[src/rtl/unidad_fetch.sv]
// -----------------------------------------------------------------------------
// unidad_fetch -- instruction fetch unit
//
// Issues word-aligned reads to instruction memory (at most one outstanding),
// buffers returned words with their addresses in a 2-entry FIFO, and presents
// the head instruction together with its address +4 / +8 to the decoder.
// A redirect (PCSrc) flushes the FIFO and reloads the fetch PC. A response
// belonging to a request made before the redirect is discarded.
//
// Ports
//   clk        in   1   clock, rising edge
//   reset      in   1   asynchronous active-high reset
//   PCSrc      in   1   redirect request (taken branch / PC write)
//   Result     in  32   redirect target, bits [1:0] forced to 00
//   IReady     in   1   consumer takes Instr this cycle
//   ImemReq    out  1   memory read request (one cycle per request)
//   ImemAddr   out 32   fetch address, valid while ImemReq=1
//   ImemValid  in   1   read data returned (in order, >=1 cycle later)
//   ImemData   in  32   returned instruction word
//   Instr      out 32   head instruction
//   InstrValid out  1   Instr / PCPlus4 / PCPlus8 valid
//   PCPlus4    out 32   head address + 4
//   PCPlus8    out 32   head address + 8
//
// Configuration
//   FETCH_BYPASS_EN  when defined, a response arriving while the FIFO is
//                    empty is presented on Instr in the same cycle and is
//                    only written to the FIFO if it is not consumed.
// -----------------------------------------------------------------------------
module unidad_fetch (
    input  logic        clk,
    input  logic        reset,
    input  logic        PCSrc,
    input  logic [31:0] Result,
    input  logic        IReady,
    output logic        ImemReq,
    output logic [31:0] ImemAddr,
    input  logic        ImemValid,
    input  logic [31:0] ImemData,
    output logic [31:0] Instr,
    output logic        InstrValid,
    output logic [31:0] PCPlus4,
    output logic [31:0] PCPlus8
);

    typedef enum logic [1:0] {
        S_FETCH = 2'd0,
        S_WAIT  = 2'd1,
        S_DROP  = 2'd2
    } state_t;

    state_t      state_q, state_d;
    logic [31:0] pc_q, pc_d;
    logic [31:0] req_addr_q, req_addr_d;
    logic [1:0]  count_q, count_d;
    logic        rd_ptr_q, rd_ptr_d;
    logic        wr_ptr_q, wr_ptr_d;
    logic [31:0] fifo_instr_q [2];
    logic [31:0] fifo_instr_d [2];
    logic [31:0] fifo_addr_q  [2];
    logic [31:0] fifo_addr_d  [2];

    logic        req;
    logic        byp;
    logic        push;
    logic        pop;
    logic        in_flight;
    logic [31:0] head_addr;

    always_ff @(posedge clk or posedge reset) begin
        if (reset) begin
            state_q    <= S_FETCH;
            pc_q       <= '0;
            req_addr_q <= '0;
            count_q    <= '0;
            rd_ptr_q   <= 1'b0;
            wr_ptr_q   <= 1'b0;
            for (int unsigned i = 0; i < 2; i++) begin
                fifo_instr_q[i] <= '0;
                fifo_addr_q[i]  <= '0;
            end
        end else begin
            state_q    <= state_d;
            pc_q       <= pc_d;
            req_addr_q <= req_addr_d;
            count_q    <= count_d;
            rd_ptr_q   <= rd_ptr_d;
            wr_ptr_q   <= wr_ptr_d;
            fifo_instr_q <= fifo_instr_d;
            fifo_addr_q  <= fifo_addr_d;
        end
    end

    always_comb begin
        state_d      = state_q;
        pc_d         = pc_q;
        req_addr_d   = req_addr_q;
        count_d      = count_q;
        rd_ptr_d     = rd_ptr_q;
        wr_ptr_d     = wr_ptr_q;
        fifo_instr_d = fifo_instr_q;
        fifo_addr_d  = fifo_addr_q;

        // Only issue when the FIFO can absorb the response.
        req = (state_q == S_FETCH) && (count_q != 2'd2);

`ifdef FETCH_BYPASS_EN
        byp = (count_q == 2'd0) && (state_q == S_WAIT) && ImemValid && !PCSrc;
`else
        byp = 1'b0;
`endif

        InstrValid = (count_q != 2'd0) || byp;
        Instr      = byp ? ImemData   : fifo_instr_q[rd_ptr_q];
        head_addr  = byp ? req_addr_q : fifo_addr_q[rd_ptr_q];
        PCPlus4    = head_addr + 32'd4;
        PCPlus8    = head_addr + 32'd8;
        ImemReq    = req && !reset;
        ImemAddr   = pc_q;

        // A bypassed word that is consumed never enters the FIFO.
        pop  = InstrValid && IReady && !byp;
        push = (state_q == S_WAIT) && ImemValid && !(byp && IReady);

        // A request is still pending after this edge if we are waiting and no
        // data came back, or if a new request goes out this very cycle.
        in_flight = ((state_q != S_FETCH) && !ImemValid) || req;

        case (state_q)
            S_FETCH: begin
                if (req) begin
                    req_addr_d = pc_q;
                    pc_d       = pc_q + 32'd4;
                    state_d    = S_WAIT;
                end
            end
            S_WAIT, S_DROP: begin
                if (ImemValid) begin
                    state_d = S_FETCH;
                end
            end
            default: state_d = S_FETCH;
        endcase

        if (push) begin
            fifo_instr_d[wr_ptr_q] = ImemData;
            fifo_addr_d[wr_ptr_q]  = req_addr_q;
            wr_ptr_d               = ~wr_ptr_q;
        end
        if (pop) begin
            rd_ptr_d = ~rd_ptr_q;
        end
        count_d = count_q + 2'(push) - 2'(pop);

        // Redirect overrides push/pop/request of the same cycle; anything still
        // in flight is routed to DROP so its data is thrown away.
        if (PCSrc) begin
            pc_d     = Result & 32'hFFFF_FFFC;
            count_d  = '0;
            rd_ptr_d = 1'b0;
            wr_ptr_d = 1'b0;
            state_d  = in_flight ? S_DROP : S_FETCH;
        end
    end

endmodule
[config.mk]
export PLATFORM = sky130hd
export DESIGN_NAME = unidad_fetch
export DESIGN_NICKNAME = d
export VERILOG_FILES = /design/src/rtl/unidad_fetch.sv
export SDC_FILE = /design/constraint.sdc
export NUM_CORES = 1
export LEC_CHECK = 0
export CAP_MARGIN = 30
export CORE_AREA = 2 2 141 143
export CTS_CLUSTER_SIZE = 12
export DETAILED_ROUTE_END_ITERATION = 10
export DIE_AREA = 0 0 143 145
export PLACE_DENSITY_LB_ADDON = 0.08
export SETUP_SLACK_MARGIN = 0.02
export SYNTH_ARGS = -nofsm -noshare
export SYNTH_HDL_FRONTEND = slang
export SYNTH_SLANG_ARGS = --single-unit
[constraint.sdc]
create_clock -name clk -period 7.6 [get_ports clk]
set_input_delay 1.14 -clock clk [delete_from_list [all_inputs] [get_ports clk]]
set_output_delay 1.14 -clock clk [all_outputs]
set_load 0.005 [all_outputs]
==> run_results.csv, run 1 <==
group,metric,value,unit
place,gp_congestion,0.842,
die,start_util,51.4,%
timing,tightest_slew,1.02,ns
timing,finClkSkew,0.0110,ns
pwr,internal-power,3.05,mW
yosys,avgSynthCellArea,11.6,µm²
cts,ctsResizeCount,0,
pwr,power_frac_clock,18.9,%
die,core,19200,µm²
place,io_buffers,190,
cts,cts_root_buf,"clkbuf_16",
place,dp_hpwl,15900,µm
layout,fillCellCount,1517,
cts,clk_pin_slew,0.07,ns
critical_path,endpoint,"PCPlus4[29]",
pwr,seq_power_share,37.7,%
global_route,grt-busiest-layer,"met1",
timing,setup_tns,0,ns
global_route,use_met2,31.1,%
job,cap_violations,0,
yosys,synth-edff-count,0,
timing,hold_viol_final,0,
cts,cts_max_level,4,
cts,clock-sinks,190,
die,die_w,143,µm
cts,clk_path_buf_depth,2,
global_route,antenna_found_initial,0,
critical_path,critPathRequiredTime,6.46,ns
pwr,p_leak,5.15,nW
global_route,gr-usage-met3,6.63,%
cts,cts_made_buffers,17,
cts,post_cts_buffers,0,
pwr,power_switching,1.50,mW
global_route,grt_pass1_wl,36500,µm
global_route,grt_usage,22.1,%
cts,ctsHoldBuffers,0,
die,rows,51,
critical_path,path_class,"reg2out",
critical_path,cp_max_fo,56,
outcome,run_status,"finished, final reports clean",
cts,clk_latency,0.43,ns
die,die_area,20700,µm²
timing,drv_slew,0,
yosys,synth-seq-cells,190,
critical_path,r2r_cells,5,
layout,drive_gt1_share,23.0,%
timing,rsz0062_at_grt,"no",
die,die_height,145,µm
timing,maxSlewHeadroom,30.2,%
layout,syn_to_final_growth,27.4,%
yosys,synth.distinct_cells,48,
global_route,use_met1,33.6,%
pwr,sw_frac_of_total,33.0,%
detailed_routing,drc,0,
critical_path,critPathLaunch,"rd_ptr_q$_DFFE_PP0P_",
min_path,hold_path.class,"reg2reg",
yosys,synthesis.instances,851,
layout,final_nets,1100,
timing,min_period_over_period,71.1,%
global_route,grt_overflow_total,0,
critical_path,worst_setup_path_end_kind,"output port",
pwr,power.density,362,nW/µm²
timing,period_minus_slack,5.40,ns
layout,multi_input_area,4870,µm²
global_route,grt_start_max_net_pins,105,
yosys,synth_area,9870,µm²
detailed_routing,wire_per_inst,17.3,µm
global_route,first_global_vias,6692,
timing,holdWs,0.500,ns
critical_path,worst_r2r_startpoint,"ImemAddr[9]$_DFFE_PP0P_",
critical_path,start_kind,"flip-flop",
detailed_routing,drt_iter0_drc,387,
yosys,async_reset_ff_share,100,%
layout,antenna_cells,0,
pwr,peakVddDrop,0.217,mV
cts,cts_tree,"built",
detailed_routing,first_pass_iters,4,
yosys,synth_ff_type,"dfrtp_1",
pwr,p_comb_share,43.4,%
yosys,yosysSeqAreaShare,48.2,%
timing,setup_viol,0,
yosys,synth_warnings,0,
detailed_routing,ant_nets,0,
die,io_pins,199,
detailed_routing,wl,22500,µm
critical_path,arrival,4.26,ns
layout,regArea,4760,µm²
detailed_routing,vias,6958,
detailed_routing,vias_per_cell,5.34,
critical_path,r2r-end,"ImemAddr[23]$_DFFE_PP0P_",
timing,max_freq,0.185,GHz
critical_path,regToRegSetupSlack,5.31,ns
==> Yosys cell counts, types with 3 or more instances <==
cell type | count | area share [%]
dfrtp_1 | 190 | 48
mux2_2 | 185 | 21
nand2_1 | 80 | 3.0
xnor2_1 | 61 | 5.4
o21ai_0 | 42 | 2.1
mux2i_1 | 30 | 3.0
nand3_1 | 30 | 1.5
nor2_1 | 28 | 1.1
clkbuf_1 | 22 | 0.84
xor2_1 | 22 | 2.0
nor4_1 | 15 | 0.95
nand4_1 | 14 | 0.89
inv_1 | 12 | 0.46
nor3_1 | 10 | 0.51
a21oi_1 | 9 | 0.46
buf_1 | 9 | 0.34
nand3b_1 | 9 | 0.68
a22oi_1 | 7 | 0.53
buf_4 | 7 | 0.53
and4_1 | 6 | 0.53
buf_2 | 6 | 0.30
ha_1 | 6 | 0.76
and2_1 | 4 | 0.25
and3_1 | 4 | 0.25
buf_6 | 3 | 0.34
nand2b_1 | 3 | 0.19
nand4b_1 | 3 | 0.27
nor2b_1 | 3 | 0.19
or2_2 | 3 | 0.19
==> power by group through the flow <==
stage                     Sequential [mW]  Combinational [mW]  Clock [mW]
after floorplan                      1.59                1.16           0
after global placement               1.72                1.96           0
after detailed placement             1.73                1.99           0
after CTS                            1.72                2.00       0.882
after global routing                 1.78                2.15       0.924
final                                1.72                1.98       0.859
==> through the flow <==
step                cells  total power [mW]  area [µm²]  setup slack (ns)  util, %
floorplan             856              2.75        9890              1.29        -
global placement     1268              3.68       11900              2.70     62.1
detailed placement   1270              3.73       12000              2.68     62.4
CTS                  1302              4.60       12500              2.18     65.3
global route         1303              4.85       12600              1.90     65.5
finish               1303              4.56       12600              2.20     65.5
==> per-layer routing <==
layer | wire (µm) | part of all wire, %
met5 | 0 | 0
met4 | 271 | 1.2
met3 | 1600 | 7.1
met2 | 9610 | 43
met1 | 11000 | 49
==> worst max-delay path, cell delays in order (launching register included) <==
cell,delay [ns]
dfrtp_4,0.90
buf_4,0.66
nand3_1,0.32
a222oi_1,0.50
nand4_1,0.40
nor3_1,0.33
xnor2_1,0.16
clkdlybuf4s50_1,0.53
==> state kept, by name, indices dropped and copies added (netlist names) <==
signal	count
state_q	2
fifo_instr_q	64
ImemAddr	30
fifo_addr_q	60
rd_ptr_q	1
count_q	2
wr_ptr_q	1
req_addr_q	30
==> layout make-up <==
type | instances | area share (%)
inverters | 12 | 0.398
clock inverters | 13 | 0.985
flip-flops and latches | 190 | 37.8
repair buffers | 197 | 15.9
multi-input cells | 607 | 38.7
well taps | 265 | 2.64
clock buffers | 19 | 3.52
==> cells by family after synthesis <==
kind of cell	count (synthesis)	share of synthesized area, %
and+or+nand+nor	227	12.4
muxes	215	24.2
DFF	190	48.2
xor gates and xnor gates	83	7.37
AOI/OAI and AO/OA	70	4.31
buffers and inverters	59	2.82
adders and majority gates	6	0.761
other	1	0.0380
==> how the worst min path moves through the flow <==
stage                            startpoint                            to  slack (ns)  cells after the start
4_1_cts        fifo_instr_q[61]$_DFFE_PP0P_  fifo_instr_q[61]$_DFFE_PP0P_        0.51                      1
5_1_grt        fifo_instr_q[62]$_DFFE_PP0P_  fifo_instr_q[62]$_DFFE_PP0P_        0.52                      1
3_5_place_dp    fifo_instr_q[7]$_DFFE_PP0P_   fifo_instr_q[7]$_DFFE_PP0P_        0.49                      1
2_1_floorplan    req_addr_q[14]$_DFFE_PP0P_    req_addr_q[14]$_DFFE_PP0P_        0.46                      2
6_report       fifo_instr_q[61]$_DFFE_PP0P_  fifo_instr_q[61]$_DFFE_PP0P_        0.50                      1
3_3_place_gp    fifo_instr_q[4]$_DFFE_PP0P_   fifo_instr_q[4]$_DFFE_PP0P_        0.48                      1
==> layout by cell type (no fill, tap or decap), types with 5 or more instances in the layout <==
cell type | netlist | layout
dfrtp_1 | 190 | 189
clkdlybuf4s50_1 | 0 | 189
mux2_2 | 185 | 185
nand2_1 | 80 | 80
xnor2_1 | 61 | 61
o21ai_0 | 42 | 42
mux2i_1 | 30 | 30
nand3_1 | 30 | 29
nor2_1 | 28 | 28
xor2_1 | 22 | 22
clkbuf_16 | 0 | 17
nor4_1 | 15 | 15
nand4_1 | 14 | 14
inv_1 | 12 | 11
nor3_1 | 10 | 10
a21oi_1 | 9 | 9
nand3b_1 | 9 | 9
a22oi_1 | 7 | 7
and4_1 | 6 | 6
ha_1 | 6 | 6
conb_1 | 1 | 6
inv_8 | 0 | 5
Note: power is estimated with default switching activity, not from simulation.
==> run 2, diff against run 1 <==
- CORE_AREA: 2 2 141 143 -> 2 2 148 150
- DIE_AREA: 0 0 143 145 -> 0 0 150 152
- clock period: 7.6 -> 4.75 ns (I/O delays scaled with it)
==> run_results.csv, run 2 (synthesized netlist as in run 1, its figures left out) <==
group,metric,value,unit
critical_path,endpoint,"PCPlus8[27]",
detailed_routing,ant_nets,0,
global_route,grt_overflow_total,0,
layout,final_cell_mix,"dfrtp_1, clkdlybuf4s50_1, mux2_2, nand2_1, xnor2_1",
critical_path,cp_max_fo,29,
cts,post_cts_buffers,0,
cts,ctsResizeCount,0,
timing,setup_tns,0,ns
cts,cts_made_buffers,17,
pwr,internal-power,4.88,mW
timing,maxSlewHeadroom,51.7,%
global_route,antenna_found_initial,0,
die,io_pins,199,
pwr,sw_frac_of_total,32.8,%
layout,syn_to_final_growth,27.7,%
detailed_routing,drt_iter0_drc,362,
cts,clk_pin_slew,0.07,ns
cts,clk_latency,0.43,ns
place,gp_congestion,0.841,
die,die_area,22800,µm²
pwr,p_leak,5.16,nW
layout,drive_gt1_share,23.3,%
die,rows,54,
layout,design_area,12600,µm²
cts,clock-sinks,190,
layout,largest-register,"fifo_instr_q",
pwr,peakVddDrop,0.280,mV
layout,antenna_cells,0,
timing,rsz0062_at_grt,"no",
global_route,grt_usage,20.4,%
cts,cts_tree,"built",
die,die_height,152,µm
timing,finClkSkew,0.0114,ns
timing,holdWs,0.502,ns
pwr,power_switching,2.38,mW
cts,clk_path_buf_depth,2,
critical_path,path_class,"reg2out",
detailed_routing,wl,22500,µm
die,die_w,150,µm
pwr,power_frac_clock,18.5,%
timing,tightest_slew,0.723,ns
critical_path,critPathRequiredTime,4.04,ns
detailed_routing,vias,6968,
die,start_util,46.2,%
timing,period_minus_slack,4.38,ns
cts,cts_root_buf,"clkbuf_16",
critical_path,r2r-end,"ImemAddr[28]$_DFFE_PP0P_",
timing,drv_slew,0,
timing,hold_viol_final,0,
critical_path,worst_r2r_startpoint,"ImemAddr[9]$_DFFE_PP0P_",
pwr,seq_power_share,37.4,%
outcome,run_status,"finished, final reports clean",
cts,cts_max_level,4,
critical_path,worst_setup_path_end_kind,"output port",
critical_path,arrival,3.67,ns
timing,min_period_over_period,92.2,%
critical_path,r2r_cells,5,
pwr,p_comb_share,44.1,%
place,placed_area,12000,µm²
detailed_routing,vias_per_cell,5.27,
global_route,grt_pass1_wl,37100,µm
min_path,hold_path.class,"reg2reg",
critical_path,critPathLaunch,"rd_ptr_q$_DFFE_PP0P_",
timing,max_freq,0.228,GHz
detailed_routing,drc,0,
layout,largest_reg_flops,64,
timing,setup_viol,0,
critical_path,start_kind,"flip-flop",
detailed_routing,wire_per_inst,17.0,µm
layout,top_regs,"fifo_instr_q x64, fifo_addr_q x60",
place,dp_hpwl,16500,µm
global_route,grt_start_max_net_pins,96,
pwr,power.density,576,nW/µm²
place,io_buffers,190,
critical_path,regToRegSetupSlack,2.52,ns
die,core,21400,µm²
layout,final_nets,1105,
cts,ctsHoldBuffers,0,
job,cap_violations,0,
detailed_routing,first_pass_iters,5,
global_route,first_global_vias,6764,
[run 2: changes by cell type in the layout (fill, tap and decap cells not counted)]
cell	before	now
buf_12	1	3
buf_16	2	0
buf_4	4	9
clkbuf_1	1	2
clkbuf_8	1	0
clkinv_4	4	2
clkinvlp_4	2	3
inv_6	3	6
inv_8	5	3
[run 2: worst min-delay path by stage]
stage | from | end | slack [ns] | depth (start not counted)
finish | fifo_instr_q[23]$_DFFE_PP0P_ | fifo_instr_q[23]$_DFFE_PP0P_ | 0.50 | 1
global route | fifo_instr_q[14]$_DFFE_PP0P_ | fifo_instr_q[14]$_DFFE_PP0P_ | 0.51 | 1
CTS | fifo_instr_q[61]$_DFFE_PP0P_ | fifo_instr_q[61]$_DFFE_PP0P_ | 0.51 | 1
detailed placement | fifo_instr_q[14]$_DFFE_PP0P_ | fifo_instr_q[14]$_DFFE_PP0P_ | 0.49 | 1
global placement | fifo_instr_q[10]$_DFFE_PP0P_ | fifo_instr_q[10]$_DFFE_PP0P_ | 0.48 | 1
floorplan | req_addr_q[14]$_DFFE_PP0P_ | req_addr_q[14]$_DFFE_PP0P_ | 0.46 | 2
[run 2: layer usage]
layer,track usage (%),vias up,wire length (µm)
li1,-,3382,-
met1,30.9,3393,11200
met2,29.4,176,9760
met3,5.59,17,1430
met4,4.31,0,204
met5,0,-,0
[run 2: critical path, stage by stage (launching register included)]
cell and delay (ns):
dfrtp_4 0.63, mux2i_1 0.21, inv_1 0.25, ha_1 0.28, inv_1 0.10, a221oi_4 0.35, nand4_2 0.37, nor4b_2 0.37
xnor2_1 0.15, clkdlybuf4s50_1 0.52
[run 2: cell type report]
| type | instances | area [µm²] |
|---|---|---|
| fillers | 1855 | 8750 |
| multi-input cells | 607 | 4870 |
| flip-flops and latches | 190 | 4760 |
| repair buffers | 202 | 2020 |
| clock buffers | 19 | 433 |
| well taps | 280 | 350 |
| clock inverters | 13 | 119 |
| inverters | 12 | 48.8 |
[run 2: per-stage QoR]
step           util [%]  setup slack [ns]  cells  power (mW)
5_1_grt            59.0             0.124   1323        7.75
3_3_place_gp       56.2             0.849   1289        5.91
6_report           59.0             0.372   1323        7.26
3_5_place_dp       56.3             0.823   1290        5.97
4_1_cts            58.9             0.344   1322        7.33
2_1_floorplan         -              1.59    856        4.41
[run 2: power groups by stage]
stage | Sequential, mW | Clock (mW) | Combinational, mW
detailed placement | 2.75 | 0 | 3.22
floorplan | 2.54 | 0 | 1.86
global route | 2.81 | 1.46 | 3.48
CTS | 2.72 | 1.38 | 3.23
finish | 2.72 | 1.34 | 3.20
global placement | 2.73 | 0 | 3.18
